## config.mk

```make
export PLATFORM = sky130hd
export DESIGN_NAME = writeback_arbiter_flat
export DESIGN_NICKNAME = d
export VERILOG_FILES = /design/src/rtl/wb_pkg.sv /design/src/rtl/writeback_arbiter_if.sv /design/src/rtl/wb_entry_queue.sv /design/src/rtl/writeback_arbiter.sv /design/src/flat_wrapper.sv
export SDC_FILE = /design/constraint.sdc
export NUM_CORES = 1
export LEC_CHECK = 0
export ABC_CLOCK_PERIOD_IN_PS = 4000
export BUFFER_PORTS_ARGS = -buffer_cell sky130_fd_sc_hd__buf_2
export CAP_MARGIN = 20
export CORE_ASPECT_RATIO = 0.5
export CORE_MARGIN = 8
export CORE_UTILIZATION = 56
export DETAILED_ROUTE_END_ITERATION = 8
export PLACE_DENSITY = 0.76
export SYNTH_ARGS = -nofsm -noshare
export SYNTH_HDL_FRONTEND = slang
export SYNTH_SLANG_ARGS = --single-unit
export TNS_END_PERCENT = 1
```

## constraint.sdc

```tcl
create_clock -name clk -period 4 [get_ports clk]
set_input_delay 1 -clock clk [delete_from_list [all_inputs] [get_ports clk]]
set_output_delay 1 -clock clk [all_outputs]
set_load 0.03 [all_outputs]
```

## src/rtl/wb_pkg.sv

```systemverilog
// Shared types for the register-file writeback arbiter: address/data words and queued LSU entries.
package wb_pkg;

  localparam int unsigned WB_AW = 5;
  localparam int unsigned WB_DW = 32;

  typedef logic [WB_AW-1:0] reg_addr_t;
  typedef logic [WB_DW-1:0] word_t;

  typedef struct packed {
    logic      valid;
    reg_addr_t a3;
    word_t     wd;
  } wb_entry_t;

  localparam reg_addr_t REG_ZERO = '0;

endpackage

```

## src/rtl/writeback_arbiter_if.sv

```systemverilog
// ALU/LSU writeback sources, decode busy queries and the register-file write port.
interface writeback_arbiter_if #(
  parameter int unsigned AW = 5,
  parameter int unsigned DW = 32
);
  logic          alu_we;
  logic [AW-1:0] alu_a3;
  logic [DW-1:0] alu_wd;
  logic          lsu_valid;
  logic          lsu_ready;
  logic [AW-1:0] lsu_a3;
  logic [DW-1:0] lsu_wd;
  logic [AW-1:0] q_a1;
  logic [AW-1:0] q_a2;
  logic          busy1;
  logic          busy2;
  logic          WE3;
  logic [AW-1:0] A3;
  logic [DW-1:0] WD3;

  modport master (
    output alu_we, alu_a3, alu_wd, lsu_valid, lsu_a3, lsu_wd, q_a1, q_a2,
    input  lsu_ready, busy1, busy2, WE3, A3, WD3
  );

  modport slave (
    input  alu_we, alu_a3, alu_wd, lsu_valid, lsu_a3, lsu_wd, q_a1, q_a2,
    output lsu_ready, busy1, busy2, WE3, A3, WD3
  );
endinterface

```

## src/rtl/wb_entry_queue.sv

```systemverilog
// Circular buffer of pending LSU writebacks with per-entry WAW kill and destination match.
module wb_entry_queue
  import wb_pkg::*;
#(
  parameter int unsigned DEPTH = 4
) (
  input  logic                     clk,
  input  logic                     reset,
  input  logic                     i_push,
  input  wb_entry_t                i_push_entry,
  input  logic                     i_pop,
  input  logic                     i_kill_en,
  input  reg_addr_t                i_kill_a3,
  input  reg_addr_t                i_q_a1,
  input  reg_addr_t                i_q_a2,
  output wb_entry_t                o_head,
  output logic [$clog2(DEPTH):0]   o_count,
  output logic                     o_empty,
  output logic                     o_match1,
  output logic                     o_match2
);

  localparam int unsigned PW = $clog2(DEPTH);

  wb_entry_t       r_mem [DEPTH];
  logic [PW-1:0]   r_wptr;
  logic [PW-1:0]   r_rptr;
  logic [PW:0]     r_count;

  // Popped slots drop their valid bit so only stored entries ever report a match.
  always_ff @(posedge clk) begin
    if (reset) begin
      r_wptr  <= '0;
      r_rptr  <= '0;
      r_count <= '0;
      for (int i = 0; i < int'(DEPTH); i++) begin
        r_mem[i].valid <= 1'b0;
      end
    end else begin
      for (int i = 0; i < int'(DEPTH); i++) begin
        if (i_kill_en && (r_mem[i].a3 == i_kill_a3)) begin
          r_mem[i].valid <= 1'b0;
        end
      end
      if (i_pop) begin
        r_mem[r_rptr].valid <= 1'b0;
        r_rptr              <= r_rptr + 1'b1;
      end
      if (i_push) begin
        r_mem[r_wptr] <= i_push_entry;
        r_wptr        <= r_wptr + 1'b1;
      end
      case ({i_push, i_pop})
        2'b10:   r_count <= r_count + 1'b1;
        2'b01:   r_count <= r_count - 1'b1;
        default: r_count <= r_count;
      endcase
    end
  end

  always_comb begin
    o_match1 = 1'b0;
    o_match2 = 1'b0;
    for (int i = 0; i < int'(DEPTH); i++) begin
      if (r_mem[i].valid && (r_mem[i].a3 == i_q_a1) && (i_q_a1 != REG_ZERO)) o_match1 = 1'b1;
      if (r_mem[i].valid && (r_mem[i].a3 == i_q_a2) && (i_q_a2 != REG_ZERO)) o_match2 = 1'b1;
    end
  end

  assign o_head  = r_mem[r_rptr];
  assign o_count = r_count;
  assign o_empty = (r_count == '0);

endmodule

```

## src/rtl/writeback_arbiter.sv

```systemverilog
// Register-file write-port arbiter: ALU has priority, LSU results queue and drain on free cycles.
// Optional macro WB_BYPASS_EN lets an LSU result write straight through when the queue is empty.
module writeback_arbiter
  import wb_pkg::*;
#(
  parameter int unsigned DEPTH = 4,
  parameter int unsigned AW    = WB_AW,
  parameter int unsigned DW    = WB_DW
) (
  input logic                clk,
  input logic                reset,
  writeback_arbiter_if.slave bus
);

  localparam int unsigned PW = $clog2(DEPTH);
  localparam logic [PW:0] DEPTH_CNT = DEPTH[PW:0];

  if ((AW != WB_AW) || (DW != WB_DW)) begin : g_width_check
    $error("writeback_arbiter: AW/DW must match wb_pkg widths");
  end
  if ((DEPTH < 2) || ((DEPTH & (DEPTH - 1)) != 0)) begin : g_depth_check
    $error("writeback_arbiter: DEPTH must be a power of two >= 2");
  end

  logic        w_alu_wr;
  logic        w_lsu_fire;
  logic        w_bypass;
  logic        w_push;
  logic        w_pop;
  wb_entry_t   w_push_entry;
  wb_entry_t   w_head;
  logic [PW:0] w_count;
  logic        w_empty;
  logic        w_match1;
  logic        w_match2;

  // An ALU write to r0 is no write at all, so the port stays free for the queue.
  assign w_alu_wr      = bus.alu_we && (bus.alu_a3 != REG_ZERO);
  assign bus.lsu_ready = !reset && (w_count < DEPTH_CNT);
  assign w_lsu_fire    = bus.lsu_valid && bus.lsu_ready;

`ifdef WB_BYPASS_EN
  assign w_bypass = w_lsu_fire && w_empty && !w_alu_wr && (bus.lsu_a3 != REG_ZERO);
`else
  assign w_bypass = 1'b0;
`endif

  assign w_push = w_lsu_fire && (bus.lsu_a3 != REG_ZERO) && !w_bypass;
  assign w_pop  = !reset && !w_alu_wr && !w_empty;

  // A same-cycle ALU write to the same register is younger, so the incoming entry arrives dead.
  always_comb begin
    w_push_entry       = '0;
    w_push_entry.valid = !(w_alu_wr && (bus.lsu_a3 == bus.alu_a3));
    w_push_entry.a3    = bus.lsu_a3;
    w_push_entry.wd    = bus.lsu_wd;
  end

  wb_entry_queue #(
    .DEPTH (DEPTH)
  ) u_queue (
    .clk          (clk),
    .reset        (reset),
    .i_push       (w_push),
    .i_push_entry (w_push_entry),
    .i_pop        (w_pop),
    .i_kill_en    (w_alu_wr),
    .i_kill_a3    (bus.alu_a3),
    .i_q_a1       (bus.q_a1),
    .i_q_a2       (bus.q_a2),
    .o_head       (w_head),
    .o_count      (w_count),
    .o_empty      (w_empty),
    .o_match1     (w_match1),
    .o_match2     (w_match2)
  );

  always_comb begin
    bus.WE3 = 1'b0;
    bus.A3  = '0;
    bus.WD3 = '0;
    if (w_alu_wr) begin
      bus.WE3 = 1'b1;
      bus.A3  = bus.alu_a3;
      bus.WD3 = bus.alu_wd;
    end else if (w_bypass) begin
      bus.WE3 = 1'b1;
      bus.A3  = bus.lsu_a3;
      bus.WD3 = bus.lsu_wd;
    end else if (w_pop) begin
      // Killed entries still consume their pop slot, with the write suppressed.
      bus.WE3 = w_head.valid;
      bus.A3  = w_head.a3;
      bus.WD3 = w_head.wd;
    end
  end

  assign bus.busy1 = w_match1;
  assign bus.busy2 = w_match2;

endmodule

```

## src/flat_wrapper.sv

```systemverilog
// flat-port wrapper written by rule: the top's interface ports become plain ports
module writeback_arbiter_flat import wb_pkg::*;
#(
  parameter int unsigned DEPTH = 4,
  parameter int unsigned AW    = WB_AW,
  parameter int unsigned DW    = WB_DW
)
  (clk, reset, bus_alu_we, bus_alu_a3, bus_alu_wd, bus_lsu_valid, bus_lsu_a3, bus_lsu_wd, bus_q_a1, bus_q_a2, bus_lsu_ready, bus_busy1, bus_busy2, bus_WE3, bus_A3, bus_WD3);
  writeback_arbiter_if #(.AW(AW), .DW(DW)) bus_i ();
  input logic clk;
  input logic reset;
  input wire logic [$bits(bus_i.alu_we)-1:0] bus_alu_we;
  input wire logic [$bits(bus_i.alu_a3)-1:0] bus_alu_a3;
  input wire logic [$bits(bus_i.alu_wd)-1:0] bus_alu_wd;
  input wire logic [$bits(bus_i.lsu_valid)-1:0] bus_lsu_valid;
  input wire logic [$bits(bus_i.lsu_a3)-1:0] bus_lsu_a3;
  input wire logic [$bits(bus_i.lsu_wd)-1:0] bus_lsu_wd;
  input wire logic [$bits(bus_i.q_a1)-1:0] bus_q_a1;
  input wire logic [$bits(bus_i.q_a2)-1:0] bus_q_a2;
  output wire logic [$bits(bus_i.lsu_ready)-1:0] bus_lsu_ready;
  output wire logic [$bits(bus_i.busy1)-1:0] bus_busy1;
  output wire logic [$bits(bus_i.busy2)-1:0] bus_busy2;
  output wire logic [$bits(bus_i.WE3)-1:0] bus_WE3;
  output wire logic [$bits(bus_i.A3)-1:0] bus_A3;
  output wire logic [$bits(bus_i.WD3)-1:0] bus_WD3;
  assign bus_i.alu_we = bus_alu_we;
  assign bus_i.alu_a3 = bus_alu_a3;
  assign bus_i.alu_wd = bus_alu_wd;
  assign bus_i.lsu_valid = bus_lsu_valid;
  assign bus_i.lsu_a3 = bus_lsu_a3;
  assign bus_i.lsu_wd = bus_lsu_wd;
  assign bus_i.q_a1 = bus_q_a1;
  assign bus_i.q_a2 = bus_q_a2;
  assign bus_lsu_ready = bus_i.lsu_ready;
  assign bus_busy1 = bus_i.busy1;
  assign bus_busy2 = bus_i.busy2;
  assign bus_WE3 = bus_i.WE3;
  assign bus_A3 = bus_i.A3;
  assign bus_WD3 = bus_i.WD3;
  writeback_arbiter #(.DEPTH(DEPTH), .AW(AW), .DW(DW)) u_core (.clk(clk), .reset(reset), .bus(bus_i));
endmodule
```

# ---- After elaboration in Yosys (flattened, before gate mapping)
# Memory sizes are Yosys's and may differ from the RTL's. A register that Yosys moved wholly into a read port is not among the register bits.
# Index checks and enable logic that the tools add are counted.
dict set report totals {
  register_bits 7
  ram_bits 152
  input_bits 88
  out_inout_bits 41
  n_memories 1
}
# memory depth width rd rd_clocked_by_memory_dff write_ports line_no
set memory_table {}
lappend memory_table {u_core.u_queue.r_mem 4 38 5 1 5 wb_entry_queue.sv:25} ;# wb_entry_t r_mem [DEPTH];
dict set report classes {
  bitwise 4
  n_reduce_logical 38
  muxes 44
  addsub 4
  n_lt_le_gt_ge 1
  eq_ne 15
}
# cell n
set ops {}
lappend ops {{equality test 5 bit} 13}
lappend ops {{two-way mux 32 bit} 2}
lappend ops {{two-way mux 38 bit} 1}
lappend ops {{OR reduction 38 bit} 1}
lappend ops {{two-way mux 1 bit} 34}
lappend ops {{logical AND 1 bit} 27}
lappend ops {{nonzero test 5 bit} 4}
lappend ops {{two-way mux 5 bit} 2}
lappend ops {{two-way mux 2 bit} 4}
lappend ops {{case mux 3 bit (2 select lines)} 1}
lappend ops {{adder 2 x 1 -> 2 bit, second input constant} 2}
lappend ops {{logical NOT 1 bit} 4}
lappend ops {{OR 1 bit} 4}
lappend ops {{adder 3 x 1 -> 3 bit, second input constant} 1}
lappend ops {{logical NOT 3 bit} 1}
lappend ops {{< comparator 3 bit, second input constant} 1}
lappend ops {{subtractor 3 x 1 -> 3 bit, second input constant} 1}
lappend ops {{equality test 2 x 1 -> 1 bit, second input constant} 1}
lappend ops {{equality test 2 bit, second input constant} 1}
lappend ops {{nonzero test 2 bit} 1}

# ---- Logic depth before layout (Yosys ltp)
# Gate-level depths: netlist of the first run.
dict set report logic_depth {
  word_depth 10
  mapped_depth 11
  mapped_depth_nobuf 10
}

# ---- Modules after synthesis
# From an unflattened synthesis of the first run, not the netlist that was laid out.
dict set report unflattened {
  hier_cells 506
  hier_area_um2 7764.9
}
# module cells_each area_per_inst_um2 n_inst
set by_module_without_submodules {}
lappend by_module_without_submodules {wb_entry_queue 369 6861.6 1}
lappend by_module_without_submodules {writeback_arbiter 137 903.4 1}

# ---- Least setup slack after synthesis of the first run
# OpenSTA, ideal clock, no wires.
dict set report synth_path {
  kind {input-to-output}
  start {input bus_alu_a3[3]}
  end {output bus_A3[0]}
  stages 7
  arrival_ns 2.644
  setup_slack_ns 0.356
  t_required_ns 3.000
  path_buffers 3
  cell_sequence {buf_2 > or4_1 > o21a_1 > nor3_2 > buf_4 > buf_4 > a22o_1}
}
dict set report synth_between {
  elab_chain_len 7
}
# item line_no
set synth_rtl {}
lappend synth_rtl {{start: declaration} flat_wrapper.sv:13} ;# input wire logic [$bits(bus_i.alu_a3)-1:0] bus_alu_a3;
lappend synth_rtl {{nonzero test 5 bit (*)} writeback_arbiter.sv:38} ;# assign w_alu_wr = bus.alu_we && (bus.alu_a3 != REG_ZERO);
lappend synth_rtl {{logical AND 1 bit (*)} writeback_arbiter.sv:38}
lappend synth_rtl {{logical NOT 1 bit} writeback_arbiter.sv:49} ;# assign w_pop = !reset && !w_alu_wr && !w_empty;
lappend synth_rtl {{logical AND 1 bit (2 in a row)} writeback_arbiter.sv:49}
lappend synth_rtl {{two-way mux 5 bit} writeback_arbiter.sv:90} ;# end else if (w_pop) begin
lappend synth_rtl {{two-way mux 5 bit (*)} writeback_arbiter.sv:82} ;# if (w_alu_wr) begin
lappend synth_rtl {{end: declaration} flat_wrapper.sv:24} ;# output wire logic [$bits(bus_i.A3)-1:0] bus_A3;
# Every way passes the cells marked *; elsewhere a longest branch is shown, timed or not.

# ---- Worst setup path in the final report of the first run
dict set report layout_path {
  start {input bus_alu_a3[3]}
  end {output bus_WD3[21]}
}
dict set report layout_between {
  elab_chain_len 7
}
# item line_no
set layout_rtl {}
lappend layout_rtl {{nonzero test 5 bit (*)} writeback_arbiter.sv:38}
lappend layout_rtl {{logical AND 1 bit (*)} writeback_arbiter.sv:38}
lappend layout_rtl {{logical NOT 1 bit} writeback_arbiter.sv:49}
lappend layout_rtl {{logical AND 1 bit (2 in a row)} writeback_arbiter.sv:49}
lappend layout_rtl {{two-way mux 32 bit} writeback_arbiter.sv:90}
lappend layout_rtl {{two-way mux 32 bit (*)} writeback_arbiter.sv:82}
lappend layout_rtl {{end: declaration} flat_wrapper.sv:25} ;# output wire logic [$bits(bus_i.WD3)-1:0] bus_WD3;
# Marked as above.

==> reports/metrics.cfg, run 1 <==
[timing]
tns_ns = 0
fin_crit_ns = 3.84
fmax_mhz = 260
rsz0062_at_grt = false
hold_viol = 0
finalMaxSlewViolations = 0
relSlewSlack_pct = 60.4
skew_ns = 0.0102
tightestPinTransition_ns = 0.594
final.period_utilization_pct = 96.0
setup_violations = 0

[layout]
drive_gt1_share_pct = 39.1
layoutNonFillerInstCount = 735
diodes = 0
nNetsFinal = 650
area_growth_syn_to_layout_pct = 20.9

[placement]
numPortBuffers = 128
place_inst = 703
dp_hpwl_um = 10900
place_congestion = 0.911

[clock_network]
cts_tree = yes
postCtsSetupBuffers = 0
clock_sinks = 161
ctsResizeCount = 0
clk_latency_ns = 0.41
cts-hold-fix-buffers = 0
ctsRootBufferMaster = clkbuf_16
clockBufferDepth = 2
cts_buffers = 17
clk_pin_slew_ns = 0.06
htree_levels = 4

[worst_setup_path]
reg2reg_slack_ns = 1.74
crit_path_start = bus_alu_a3[3]
crit_path_end_kind = output port
path_class = in2out
reg2reg_depth = 9
cp.arrival_ns = 2.84
crit-reg2reg-launch = u_core.u_queue.o_count[0]
r2r-end = u_core.u_queue.o_count[2]
startpoint_type = input pin
cp_max_fo = 20
required_ns = 3.00

[global_route]
grt_pass1_vias = 4627
grt_pass1_wl_um = 25500
grt.overflow.total = 0
grt_usage_pct = 19.9
antenna_found_initial = 0
grt_max_degree = 39

[synthesis]
yosysTopAreaCellShare_pct = 62.8
async_reset_ff_share_pct = 0
ys_seq_area_share_pct = 65.3
synth_ff_type = edfxtp_1
syn_inst = 426
syn-cell-area_um2 = 7270
synth_top_area_cell = edfxtp_1
synthTopCellsByCount = 152 x edfxtp_1, 45 x xor2_1, 38 x mux4_2
syn_avg_cell_area_um2 = 17.1
yosysMostFrequentCell = edfxtp_1
synth_top_cells_by_area = edfxtp_1 63%, mux4_2 12%, xor2_1 5.4%
synth-seq-cells = 161
synth_nets = 524
synth_edf_count = 152
ys_warn_count = 0
synth_cell_types = 31

[power_and_ir_drop]
ir_worst_vdd_v = 0.000380
p_leak_nw = 3.18
power.density_nw_per_um2 = 471

[flow_run]
cap_viol_max_count = 0

[floorplan]
core_area_um2 = 12700
die_h_um = 96.6
die_w_um = 177
start_util_pct = 57.4
std_cell_rows = 29
die_area_um2 = 17100
ios = 129

[routing]
postRouteAntennaNets = 0
wl_per_cell_um = 22.2
drtPass1Iterations = 5
num_vias = 4255
drcViolationCount = 0
drt_iter0_markers = 317
viasPerCell = 5.79
wl_um = 16300

[hold_path]
hold_class = reg2reg
min_to = u_core.u_queue.o_count[2]
hold_depth = 2
worstHoldStart = u_core.u_queue.o_count[2]

[run_status]
outcome = completed

[logic make-up after synthesis]
group           after synthesis  synth area share [%]
compound gates               50                  5.87
xor+xnor                     68                  8.19
fa+ha+maj                    10                  1.82
buf+inv                      42                  2.51
flops                       161                  65.3
mux                          41                  12.2
simple gates                 54                  4.11
[worst max-delay path: stages]
cell    delay (ns)
buf_2         0.16
or4_1         0.52
o21a_2        0.23
nor3_4        0.22
buf_4         0.31
a22o_1        0.19
buf_2         0.20
[flip-flops by register name, summed over array words and instances (netlist names), named ones only]
register and count:
u_core.u_queue.r_rptr 2, u_core.u_queue.o_count 3, u_core.u_queue.r_mem 152, u_core.u_queue.r_wptr 2
[routing by layer]
metal | up-vias | GRT usage [%] | part of all wire [%]
met1 | 2138 | 25.4 | 41
met4 | 0 | 6.39 | 1.1
met3 | 14 | 5.31 | 6.4
met2 | 154 | 33.2 | 51
met5 | - | 0 | 0
li1 | 1949 | - | -
[layout make-up]
cell class,instances,area [µm²]
clock buffer,17,425
clock inverter,15,196
fill,852,3870
inverter,8,30.0
multi-input combinational,223,2350
sequential,161,4750
tap,170,213
timing repair buffer,141,826
[through the flow]
stage                     cell area (µm²)  hold slack, ns  worst slack [ns]  util, %  total power, mW
final                                8790           0.507             0.161     69.4             4.14
after global routing                 8790           0.524            0.0506     69.4             4.28
after CTS                            8790           0.507             0.147     69.4             4.17
after detailed placement             8170           0.496             0.162     64.5             2.51
after global placement               8170           0.491             0.237     64.5             2.50
after floorplan                      7270           0.472             0.356        -             2.32
[worst max-delay path by stage]
stage | endpoint | slack, ns | depth (start not counted)
after CTS | bus_WD3[21] | 0.15 | 7
final | bus_WD3[21] | 0.16 | 7
after floorplan | bus_A3[0] | 0.36 | 7
after global routing | bus_WD3[16] | 0.05 | 7
after detailed placement | bus_WD3[4] | 0.16 | 7
after global placement | bus_WD3[12] | 0.24 | 7
[cell usage in the layout (no fill, tap or decap), types with 2 or more instances in the layout]
master / Yosys / routed
buf_12: 0 / 7
and3_1: 4 / 4
nor3_1: 7 / 7
nand3_1: 8 / 8
buf_4: 5 / 6
o21a_1: 3 / 2
or4_1: 3 / 3
inv_1: 8 / 8
nand4_1: 7 / 7
nor4_1: 8 / 8
mux4_2: 38 / 38
inv_6: 0 / 5
a22o_1: 37 / 37
dfxtp_2: 0 / 2
clkbuf_16: 0 / 17
nand2_1: 2 / 2
nor2_1: 9 / 9
buf_2: 5 / 128
xnor2_1: 23 / 23
xor2_1: 45 / 45
ha_1: 9 / 9
bufinv_16: 0 / 3
a21oi_1: 3 / 3
a2111o_1: 4 / 4
mux2_2: 2 / 2
clkinv_4: 0 / 5
dfxtp_1: 9 / 7
and2_2: 0 / 4
edfxtp_1: 152 / 152
[report_power, final]
part,switching (mW),internal (mW),leakage [nW],total [mW]
Clock,0.662,1.00,0.301,1.66
Sequential,0.0431,1.89,1.46,1.94
Combinational,0.292,0.246,1.42,0.538
Total,0.997,3.14,3.18,4.14
(Power assumes the default switching activity.)
==> run 2: changes to the inputs <==
--- a/config.mk
+++ b/config.mk
@@ -12,7 +12,7 @@
 export CORE_MARGIN = 8
 export CORE_UTILIZATION = 56
 export DETAILED_ROUTE_END_ITERATION = 8
-export PLACE_DENSITY = 0.76
+export PLACE_DENSITY = 0.88
 export SYNTH_ARGS = -nofsm -noshare
 export SYNTH_HDL_FRONTEND = slang
 export SYNTH_SLANG_ARGS = --single-unit
==> run 2 against run 1 <==
- global-route usage rose by 0.46 points
- sequential share of layout area increased by 0.46 points
- cell area is 0.85% lower
- clock power is 4% lower
- sequential cell count unchanged
- combinational power decreased by 0.7%
- die area unchanged
- non-clock buffer count down 3
- hold slack improved by 0.057 ns
- sequential power about the same
- register-to-register slack got worse by 0.20 ns
- highest routed layer is now met5
- total power down 2.1%
==> reports/metrics.cfg, run 2 (synthesis results as in run 1) <==
[run_status]
outcome = completed

[layout]
n_fill_cell = 802  ; -5.9%
final_common_cell = edfxtp_1
nNetsFinal = 647  ; -0.46%
area_growth_syn_to_layout_pct = 19.9
largest_reg_flops = 152  ; unchanged
multiInputGateArea_um2 = 2350  ; about the same
final_cell_mix = 152 x edfxtp_1, 128 x buf_2, 45 x xor2_1
drive_gt1_share_pct = 37.5  ; -1.6 points
diodes = 0  ; unchanged
layoutNonFillerInstCount = 732  ; -0.41%
ff_latch_area_um2 = 4750  ; unchanged
largest_register = u_core.u_queue.r_mem

[routing]
wl_per_cell_um = 23.0  ; +3.6%
drt_iter0_markers = 355  ; +12%
viasPerCell = 6.04  ; +4.3%
num_vias = 4418  ; +3.8%
drcViolationCount = 0  ; unchanged
wl_um = 16900  ; +3.2%
drtPass1Iterations = 5  ; unchanged
postRouteAntennaNets = 0  ; unchanged

[floorplan]
core_area_um2 = 12700  ; unchanged
die_w_um = 177  ; unchanged
ios = 129  ; unchanged
start_util_pct = 57.4  ; unchanged
die_area_um2 = 17100  ; unchanged
std_cell_rows = 29  ; unchanged
die_h_um = 96.6  ; unchanged

[worst_setup_path]
startpoint_type = input pin
max_stage_delay_ns = 0.53  ; about the same
cp_common_cell = buf_2
crit_path_end_kind = output port
cp.arrival_ns = 2.84  ; about the same
cp_max_fo = 15  ; -25%
path_buf_inv = 3  ; unchanged
cp_slowest_cell = or4_1
path_class = in2out
crit_chain = buf_2, or4_1, o21a_1, nor3_4, buf_4, a22o_1, buf_2
crit_family = simple AND/OR/NAND/NOR gates
required_ns = 3.00  ; about the same

[timing]
tightestPinTransition_ns = 0.698  ; +0.105 ns
finalMaxSlewViolations = 0  ; unchanged
skew_ns = 0.00708  ; -0.00309 ns
fin_crit_ns = 3.84  ; -0.000745 ns
fmax_mhz = 261  ; about the same
final.period_utilization_pct = 96.0  ; about the same
relSlewSlack_pct = 53.5  ; -7.0 points
hold_viol = 0  ; unchanged
setup_violations = 0  ; unchanged
tns_ns = 0  ; unchanged
rsz0062_at_grt = false

[clock_network]
clk_pin_slew_ns = 0.06  ; about the same
cts_tree = yes
postCtsSetupBuffers = 0  ; unchanged
clockBufferDepth = 2  ; unchanged
ctsRootBufferMaster = clkbuf_16
cts_buffers = 17  ; unchanged
clock_sinks = 161  ; unchanged
cts-hold-fix-buffers = 0  ; unchanged
clk_latency_ns = 0.42  ; about the same
htree_levels = 4  ; unchanged
ctsResizeCount = 0  ; unchanged

[placement]
place_congestion = 0.954  ; +4.7%
numPortBuffers = 128  ; unchanged
dp_hpwl_um = 11100  ; +1.4%
place_inst = 700  ; -0.43%

[power_and_ir_drop]
power.density_nw_per_um2 = 465  ; -1.2%
ir_worst_vdd_v = 0.000341  ; -10%
p_leak_nw = 3.13  ; -1.4%

[hold_path]
hold_class = reg2reg

[global_route]
grt_pass1_wl_um = 25800  ; +1.3%
antenna_found_initial = 1  ; +1
grt.overflow.total = 0  ; unchanged
grt_max_degree = 39  ; unchanged
grt_usage_pct = 20.3  ; +0.46 points
grt_pass1_vias = 4626  ; -0.022%

[flow_run]
cap_viol_max_count = 0  ; unchanged

==> run 2: cell types whose count changed in the layout (fill, tap and decap cells not counted), sizes merged <==
cell / before / now
clkbuf: 17 / 27
clkinvlp: 1 / 2
clkinv: 5 / 1
bufinv: 3 / 2
buf: 141 / 138
inv: 14 / 8
==> run 2: worst min-delay path: stages, from the launching register on <==
cell and delay, ns:
dfxtp_1 0.32, inv_1 0.10, o31ai_1 0.09
==> run 2: metal layers <==
metal | part of all wire [%] | up-vias | global-route usage, % | wire, µm
met5 | 0.047 | - | 0 | 8
met4 | 2.4 | 2 | 10.1 | 401
met3 | 6.7 | 44 | 4.65 | 1130
met2 | 53 | 193 | 36.2 | 8860
met1 | 38 | 2246 | 23.4 | 6460
li1 | - | 1933 | - | -
==> run 2: layout make-up <==
| type | count | share of cell area [%] |
|---|---|---|
| repair buffers | 138 | 9.07 |
| well taps | 170 | 2.44 |
| multi-input cells | 223 | 27.0 |
| inverters | 8 | 0.344 |
| flip-flops and latches | 161 | 54.5 |
| clock inverters | 5 | 0.919 |
| clock buffers | 27 | 5.77 |
==> run 2: path summary, 6_finish.rpt <==
| kind | from | endpoint | slack, ns | cells after the start |
|---|---|---|---|---|
| setup / recovery | bus_alu_a3[3] | bus_WD3[1] | 0.16 | 7 |
| hold / removal | u_core.u_queue.r_rptr[1] | flop | 0.56 | 2 |
| setup reg to reg | u_core.u_queue.o_count[2] | u_core.u_queue.o_count[1] | 1.54 | 10 |
| hold reg to reg | u_core.u_queue.r_rptr[1] | flop | 0.56 | 2 |
==> run 2: report_power, final <==
part,switching (mW),internal (mW),leakage (nW)
sequential,0.0369,1.90,1.46
clock,0.600,0.985,0.278
combinational,0.297,0.237,1.40
==> run 2: through the flow <==
| stage | utilization (%) | power [mW] | setup WS (ns) | instance area (µm²) | hold WS (ns) |
|---|---|---|---|---|---|
| final | 68.8 | 4.05 | 0.162 | 8720 | 0.564 |
| after global routing | 68.8 | 4.18 | 0.106 | 8720 | 0.573 |
| after CTS | 68.8 | 4.08 | 0.166 | 8720 | 0.564 |
| after detailed placement | 64.2 | 2.50 | 0.200 | 8130 | 0.521 |
| after global placement | 64.2 | 2.48 | 0.249 | 8130 | 0.508 |
| after floorplan | - | 2.32 | 0.356 | 7270 | 0.472 |
